--- config.mk ---
export PLATFORM = sky130hd
export DESIGN_NAME = posit_mul_decoded_8bit
export DESIGN_NICKNAME = d
export VERILOG_FILES = /design/src/rtl/posit_mul_decoded_8bit.sv
export SDC_FILE = /design/constraint.sdc
export NUM_CORES = 1
export LEC_CHECK = 0
export BUFFER_PORTS_ARGS = -buffer_cell sky130_fd_sc_hd__buf_2
export CORE_UTILIZATION = 40
export CTS_BUF_LIST = sky130_fd_sc_hd__clkbuf_16
export DETAILED_ROUTE_END_ITERATION = 10
export GPL_TIMING_DRIVEN = 1
export PLACE_DENSITY_LB_ADDON = 0.05
export SLEW_MARGIN = 0
export SYNTH_ARGS = -nofsm -noshare
export SYNTH_HDL_FRONTEND = slang
export SYNTH_SLANG_ARGS = --single-unit
--- constraint.sdc ---
create_clock -name clk -period 9.38 [get_ports clk]
set_input_delay 1.407 -clock clk [delete_from_list [all_inputs] [get_ports clk]]
set_output_delay 1.407 -clock clk [all_outputs]
set_load 0.03 [all_outputs]
--- src/rtl/posit_mul_decoded_8bit.sv ---
// Two-stage multiplier for 8-bit posits in the 12-bit decoded format
// ({INF, ZER, SGN, EXP[3:0], FRAC[4:0]}); rounds to nearest-even and clamps to maxpos/minpos.
module posit_mul_decoded_8bit (
  input  logic        clk,
  input  logic        rst_n,
  input  logic        in_valid,
  output logic        in_ready,
  input  logic [11:0] in_a,
  input  logic [11:0] in_b,
  output logic        out_valid,
  input  logic        out_ready,
  output logic [11:0] out_dposit,
  output logic        out_sat
);

  localparam logic [11:0] NAR  = 12'h800;
  localparam logic [11:0] ZERO = 12'h400;

  logic        r_s1_valid;
  logic        r_s1_inf;
  logic        r_s1_zer;
  logic        r_s1_sgn;
  logic [5:0]  r_s1_exp;
  logic [11:0] r_s1_prod;

  logic        r_out_valid;
  logic [11:0] r_out_dposit;
  logic        r_out_sat;

  logic        w_s2_free;
  logic [5:0]  w_mant_a;
  logic [5:0]  w_mant_b;
  logic [11:0] w_prod;
  logic [5:0]  w_exp_sum;

  assign w_s2_free = !r_out_valid || out_ready;
  assign in_ready  = !r_s1_valid || w_s2_free;

  assign w_mant_a  = {1'b1, in_a[4:0]};
  assign w_mant_b  = {1'b1, in_b[4:0]};
  assign w_prod    = {6'd0, w_mant_a} * {6'd0, w_mant_b};
  assign w_exp_sum = {2'b00, in_a[8:5]} + {2'b00, in_b[8:5]} - 6'd7;

  always_ff @(posedge clk or negedge rst_n) begin
    if (!rst_n) begin
      r_s1_valid <= 1'b0;
      r_s1_inf   <= 1'b0;
      r_s1_zer   <= 1'b0;
      r_s1_sgn   <= 1'b0;
      r_s1_exp   <= 6'd0;
      r_s1_prod  <= 12'd0;
    end else if (in_ready) begin
      r_s1_valid <= in_valid;
      if (in_valid) begin
        r_s1_inf  <= in_a[11] | in_b[11];
        r_s1_zer  <= in_a[10] | in_b[10];
        r_s1_sgn  <= in_a[9] ^ in_b[9];
        r_s1_exp  <= w_exp_sum;
        r_s1_prod <= w_prod;
      end
    end
  end

  // Stage 2: normalize, round-to-nearest-even, then saturate on the post-round exponent.
  logic [5:0]        w_exp_norm;
  logic [4:0]        w_frac_raw;
  logic              w_guard;
  logic              w_sticky;
  logic              w_round_up;
  logic [5:0]        w_frac_inc;
  logic signed [5:0] w_exp_rnd;
  logic [11:0]       w_result;
  logic              w_sat;

  always_comb begin
    w_exp_norm = r_s1_exp + {5'd0, r_s1_prod[11]};
    w_frac_raw = 5'd0;
    w_guard    = 1'b0;
    w_sticky   = 1'b0;
    if (r_s1_prod[11]) begin
      w_frac_raw = r_s1_prod[10:6];
      w_guard    = r_s1_prod[5];
      w_sticky   = |r_s1_prod[4:0];
    end else begin
      w_frac_raw = r_s1_prod[9:5];
      w_guard    = r_s1_prod[4];
      w_sticky   = |r_s1_prod[3:0];
    end
    w_round_up = w_guard & (w_sticky | w_frac_raw[0]);
    w_frac_inc = {1'b0, w_frac_raw} + {5'd0, w_round_up};
    w_exp_rnd  = w_exp_norm + {5'd0, w_frac_inc[5]};

    w_result = 12'd0;
    w_sat    = 1'b0;
    if (r_s1_inf) begin
      w_result = NAR;
    end else if (r_s1_zer) begin
      w_result = ZERO;
    end else if (w_exp_rnd > 6'sd13) begin
      w_result = {2'b00, r_s1_sgn, 4'd13, 5'd0};
      w_sat    = 1'b1;
    end else if (w_exp_rnd < 6'sd1) begin
      w_result = {2'b00, r_s1_sgn, 4'd1, 5'd0};
      w_sat    = 1'b1;
    end else begin
      w_result = {2'b00, r_s1_sgn, w_exp_rnd[3:0], w_frac_inc[4:0]};
    end
  end

  always_ff @(posedge clk or negedge rst_n) begin
    if (!rst_n) begin
      r_out_valid  <= 1'b0;
      r_out_dposit <= 12'd0;
      r_out_sat    <= 1'b0;
    end else if (w_s2_free) begin
      r_out_valid <= r_s1_valid;
      if (r_s1_valid) begin
        r_out_dposit <= w_result;
        r_out_sat    <= w_sat;
      end
    end
  end

  assign out_valid  = r_out_valid;
  assign out_dposit = r_out_dposit;
  assign out_sat    = r_out_sat;

endmodule

Word-level counts from Yosys, hierarchy flattened
Cells that the tools add are included.

operators by class
  $add $sub $neg = 5
  $mul = 1
  order comparisons = 2
  muxes and demuxes = 11
  bitwise operators = 5
  reduce and logical (&&, ||, !) cells = 8

operators by type and width
  kind                                                                          number
  9-bit two-way mux                                                             2
  6-bit by 1-bit adder with 6-bit output                                        2
  6-bit by 6-bit multiplier with 12-bit output                                  1
  12-bit two-way mux                                                            1
  11-bit two-way mux                                                            1
  5-bit by 1-bit adder with 6-bit output                                        1
  6-bit by 5-bit > comparator with 1-bit output, second input constant          1
  6-bit by 2-bit less-than comparator with 1-bit output, second input constant  1
  1-bit two-way mux                                                             6
  5-bit by 3-bit subtractor with 6-bit output, second input constant            1
  4-bit by 4-bit adder with 5-bit output                                        1
  5-bit two-way mux                                                             1
  5-bit OR reduction                                                            1
  2-bit AND reduction                                                           2
  4-bit OR reduction                                                            1
  1-bit bitwise OR                                                              3
  1-bit logical NOT                                                             2
  1-bit logical OR                                                              2
  1-bit bitwise AND                                                             1
  1-bit XOR                                                                     1

storage, ports and cells
  flip-flop bits (word level) = 36
  bits of input ports = 28
  output and inout port bits = 15
  word-level logic and storage cells = 41

Longest topological paths before layout
  word-level depth = 11
  depth in mapped cells = 12
  mapped depth without buffers = 12

Worst setup path after synthesis
No wires, ideal clock.

  path type = input to register
  start point = input port in_a[1]
  end point = register r_s1_prod[11]
  setup time = 0.087 ns
  arrival time = 4.414 ns
  required time = 9.293 ns
  setup slack = 4.879 ns
  stages on the path = 11
  buffers on the path = 0
  cell sequence = and2_1 -> fa_1 -> inv_1 -> fa_1 -> fa_1 -> inv_1 -> ha_1 -> a211oi_1 -> o21ai_0 -> a2111o_1 -> o211ai_1

on the way
  cells in the longest elaborated chain, start to end = 1

ends and longest elaborated chain
  item                                          RTL line  RTL
  start: declaration                            8         input logic [11:0] in_a,
  6-bit by 6-bit multiplier with 12-bit output  41        assign w_prod = {6'd0, w_mant_a} * {6'd0, w_mant_b};
  end signal: assignment                        59        r_s1_prod <= w_prod;
  end: declaration                              24        logic [11:0] r_s1_prod;

Every way passes these cells.
A chain may end at the register's enable or synchronous reset.

Worst setup path in the final report
  start point = input port in_b[4]
  end point = register r_s1_prod[11]

on the way
  cells in the longest elaborated chain, start to end = 1

ends and longest elaborated chain
  item                                          RTL line  RTL
  start: declaration                            9         input logic [11:0] in_b,
  6-bit by 6-bit multiplier with 12-bit output  41

Every way passes these cells.

==> reports/results.md <==
| Metric | Reported | Unit |
| --- | --- | --- |
| Result of the run | finished, final reports clean | - |
| Worst path required time | 9.58 | ns |
| Number of input and output port buffers inserted | 42 | - |
| Worst hold path type | reg2reg | - |
| Count of nets after finishing | 447 | - |
| Remaining antenna violation count after routing | 0 | - |
| Chip height | 89.4 | um |
| Arrival time of data at the critical path endpoint | 4.73 | ns |
| Critical path's most frequent cell | sky130_fd_sc_hd__fa_1 | - |
| Post-synth EDFFs | 0 | - |
| Unrepaired setup endpoints after global routing | no | - |
| Post-CTS repair timing setup buffer count | 0 | - |
| Final worst path period share | 0.482 | - |
| Ys async rst share | 1.00 | - |
| Share of final-layout standard cells stronger than drive strength 1 | 0.161 | - |
| Number of antenna cells inserted | 0 | - |
| Clock sinks | 36 | - |
| Post-route setup slack | 4.85 | ns |
| Max stage delay cell, worst path | sky130_fd_sc_hd__fa_1 | - |
| Number of global-route vias before repair | 2,224 | - |
| Number of instances in the synthesized netlist | 330 | - |
| Max Clk Rate | 0.221 | GHz |
| Chain of cells forming the critical path | buf_2, and2_1, fa_1, inv_1, fa_1, fa_1, inv_1, ha_1, a211oi_1, o21ai_0, a2111o_1, o211ai_1 | - |
| Width of the die | 89.4 | um |
| Area of the die | 7990 | sq um |
| CTS root buf | sky130_fd_sc_hd__clkbuf_16 | - |
| Initial cell density of the core | 0.416 | - |
| Warnings from Yosys | 0 | - |
| Worst Path Class, Setup | in2reg | - |
| Clk Latency, worst-skew pair | 0.28 | ns |
| Post-route total power | 721 | uW |
| Post-placement worst setup slack | 4.55 | ns |
| Max rail drop VDD | 80.3 | uV |
| Synthesized Nets | 405 | - |
| Power Density | 206 | nW/um^2 |
| Type of element capturing the critical path | flop | - |
| Main flop type after synthesis | sky130_fd_sc_hd__dfrtp_1 | - |
| Number of failing setup endpoints in the final timing report | 0 | - |
| Detailed-router iteration count before antenna repair | 4 | - |
| Clock-pin slew on the worst setup and hold paths | 0.06 | ns |
| Total I/O pin count | 43 | - |
| First-pass GRT wire length | 10.7 | mm |
| Biggest cell delay along the critical path | 0.54 | ns |
| Nature of the critical path startpoint | input pin | - |
| Number of violations reported at the end of detailed-routing iteration 0 | 87 | - |
| Routed via count divided by cell count | 4.97 | - |
| Distinct cell type count of the synthesized netlist | 48 | - |
| Filler-free cell count of the finished design | 472 | - |
| GRT Overall Usage | 0.176 | - |
| Post-synthesis instance area | 3050 | sq um |
| Worst slew margin | 0.384 | - |
| DRC Markers | 0 | - |
| Largest buffer count on any clock path | 2 | - |
| Final HPWL DP | 4.83 | mm |
| Slew @ Worst Pin | 0.922 | ns |
| Total Neg Setup Slack | 0 | ns |
| Number of buffers created by CTS | 5 | - |
| Setup Skew | 0.00566 | ns |
| Hold violation total from the final report | 0 | - |
| Number of placed instances, taps included | 464 | - |
| Number of standard-cell rows in the floorplan | 31 | - |
| Last weighted congestion value of the routability-driven placer | 0.749 | - |
| Antenna violations before repair | 0 | - |
| Slew Viols, Final | 0 | - |
| Vias post-DR | 2,344 | - |
| Clock tree from TritonCTS | done | - |
| Average wire per cell in the routed design | 13.1 | um |
| Tmin final | 4.53 | ns |
| CTS H-tree depth | 2 | - |
| Pin count of the biggest net entering global routing | 37 | - |
| Maximum fanout count along the critical path | 6 | - |
| Post-cts repair resize count | 0 | - |
| WL final | 6.19 | mm |
| Static leakage | 1.76 | nW |
| Area of the core | 7330 | sq um |
| Average size of a mapped cell | 9.25 | sq um |
| Number of storage elements in the synthesis netlist | 36 | - |
| Gr ovfl total | 0 | - |
| Final Core Density | 0.477 | - |
| Hold Buf Count CTS | 0 | - |
| Sequential fraction of the synthesis area | 0.295 | - |
| Reported max-cap violation count | 0 | - |
| Growth of design area from synthesis to finish | 14.4 | % |
## worst paths after layout
check | slack, ns | end | cells after the start | start
max in group asynchronous | 7.63 | r_s1_prod[10]$_DFFE_PN0P_ | 1 | rst_n
min reg2reg | 0.47 | r_s1_prod[1]$_DFFE_PN0P_ | 2 | r_s1_prod[1]$_DFFE_PN0P_
max | 4.85 | r_s1_prod[11]$_DFFE_PN0P_ | 12 | in_b[4]
min in group asynchronous | 1.22 | out_dposit[8]$_DFFE_PN0P_ | 1 | rst_n
max reg2reg | 6.14 | out_dposit[1]$_DFFE_PN0P_ | 7 | r_s1_prod[11]$_DFFE_PN0P_
min | 0.47 | r_s1_prod[1]$_DFFE_PN0P_ | 2 | r_s1_prod[1]$_DFFE_PN0P_
## kinds of logic (layout without fill, tap and decap cells)
logic type / count (synthesis) / count (layout) / synth area share
compound gates: 68 / 68 / 0.167
buf+inv: 51 / 94 / 0.0672
xor+xnor: 9 / 9 / 0.0258
flops: 36 / 36 / 0.295
fa+ha+maj: 47 / 47 / 0.239
simple gates: 113 / 113 / 0.184
mux: 6 / 6 / 0.0209
## final cells by class
cell class              count  area, sq um
fillers                   725         3840
multi-input cells         243         1950
flip-flops and latches     36          901
repair buffers             43          218
inverters                  43          161
clock buffers               5          125
well taps                  99          124
clock inverters             3         17.5
## through the flow
step	cell area, sq um	hold slack, ns
finish	3490	0.466
global placement	3350	0.452
detailed placement	3350	0.458
global route	3490	0.489
CTS	3490	0.471
floorplan	3050	0.434
## per-layer routing
layer / global-route usage / part of all wire
met1: 0.250 / 0.53
met2: 0.274 / 0.43
met3: 0.0379 / 0.033
met4: 0.0418 / 0.0065
met5: 0 / 0
## sequential cells by signal, summed over array words and instances (netlist names)
name / flops
out_valid: 1
r_s1_sgn: 1
r_s1_prod: 12
r_s1_exp: 6
out_sat: 1
r_s1_valid: 1
out_dposit: 12
r_s1_zer: 1
r_s1_inf: 1
## synth_stat cells (2+ instances only)
library cell | n | share of area
sky130_fd_sc_hd__mux2i_1 | 3 | 0.0098
sky130_fd_sc_hd__mux2_2 | 3 | 0.011
sky130_fd_sc_hd__buf_2 | 5 | 0.0082
sky130_fd_sc_hd__and2_1 | 13 | 0.027
sky130_fd_sc_hd__nand2_1 | 56 | 0.069
sky130_fd_sc_hd__or2_2 | 3 | 0.0061
sky130_fd_sc_hd__nand4_1 | 4 | 0.0082
sky130_fd_sc_hd__and3b_1 | 2 | 0.0057
sky130_fd_sc_hd__nand3_1 | 7 | 0.011
sky130_fd_sc_hd__nor2b_1 | 3 | 0.0061
sky130_fd_sc_hd__a2111o_1 | 4 | 0.015
sky130_fd_sc_hd__a21boi_0 | 4 | 0.0098
sky130_fd_sc_hd__o31ai_1 | 2 | 0.0049
sky130_fd_sc_hd__nor3_1 | 5 | 0.0082
sky130_fd_sc_hd__o211ai_1 | 3 | 0.0074
sky130_fd_sc_hd__ha_1 | 28 | 0.11
sky130_fd_sc_hd__clkbuf_1 | 2 | 0.0025
sky130_fd_sc_hd__a311oi_1 | 2 | 0.0057
sky130_fd_sc_hd__nor2_1 | 10 | 0.012
sky130_fd_sc_hd__a32o_1 | 6 | 0.020
sky130_fd_sc_hd__a211oi_1 | 5 | 0.012
sky130_fd_sc_hd__xnor2_1 | 7 | 0.020
sky130_fd_sc_hd__a31oi_1 | 4 | 0.0082
sky130_fd_sc_hd__a22o_1 | 3 | 0.0086
sky130_fd_sc_hd__nand2b_1 | 4 | 0.0082
sky130_fd_sc_hd__o21ai_0 | 16 | 0.026
sky130_fd_sc_hd__o311a_1 | 3 | 0.0098
sky130_fd_sc_hd__dfrtp_1 | 36 | 0.30
sky130_fd_sc_hd__a21o_1 | 3 | 0.0074
sky130_fd_sc_hd__a21oi_1 | 4 | 0.0066
sky130_fd_sc_hd__o21bai_1 | 3 | 0.0074
sky130_fd_sc_hd__fa_1 | 19 | 0.12
sky130_fd_sc_hd__inv_1 | 42 | 0.052
sky130_fd_sc_hd__xor2_1 | 2 | 0.0057
## critical path, delay by kind of cell
family / cells / cell delay, ns
AOI/OAI and AO/OA: 4 / 1.05
buffers and inverters: 3 / 0.23
adders and majority gates: 4 / 1.89
and+or+nand+nor: 1 / 0.16
## cell usage in the layout, fill, tap and decap left out, types with 4 or more instances in the layout
cell type / instances
sky130_fd_sc_hd__a2111o_1: 4
sky130_fd_sc_hd__a211oi_1: 5
sky130_fd_sc_hd__a21boi_0: 4
sky130_fd_sc_hd__a21oi_1: 4
sky130_fd_sc_hd__a31oi_1: 4
sky130_fd_sc_hd__a32o_1: 6
sky130_fd_sc_hd__and2_1: 13
sky130_fd_sc_hd__buf_2: 42
sky130_fd_sc_hd__clkbuf_16: 5
sky130_fd_sc_hd__dfrtp_1: 36
sky130_fd_sc_hd__fa_1: 19
sky130_fd_sc_hd__ha_1: 28
sky130_fd_sc_hd__inv_1: 42
sky130_fd_sc_hd__nand2_1: 56
sky130_fd_sc_hd__nand2b_1: 4
sky130_fd_sc_hd__nand3_1: 7
sky130_fd_sc_hd__nand4_1: 4
sky130_fd_sc_hd__nor2_1: 10
sky130_fd_sc_hd__nor3_1: 5
sky130_fd_sc_hd__o21ai_0: 16
sky130_fd_sc_hd__xnor2_1: 7
## where the power goes
group	internal, mW	switching [mW]
clock network	0.0979	0.0652
registers	0.193	0.0468
logic	0.137	0.181
total	0.428	0.293
Power figures use the tool's default switching activity.
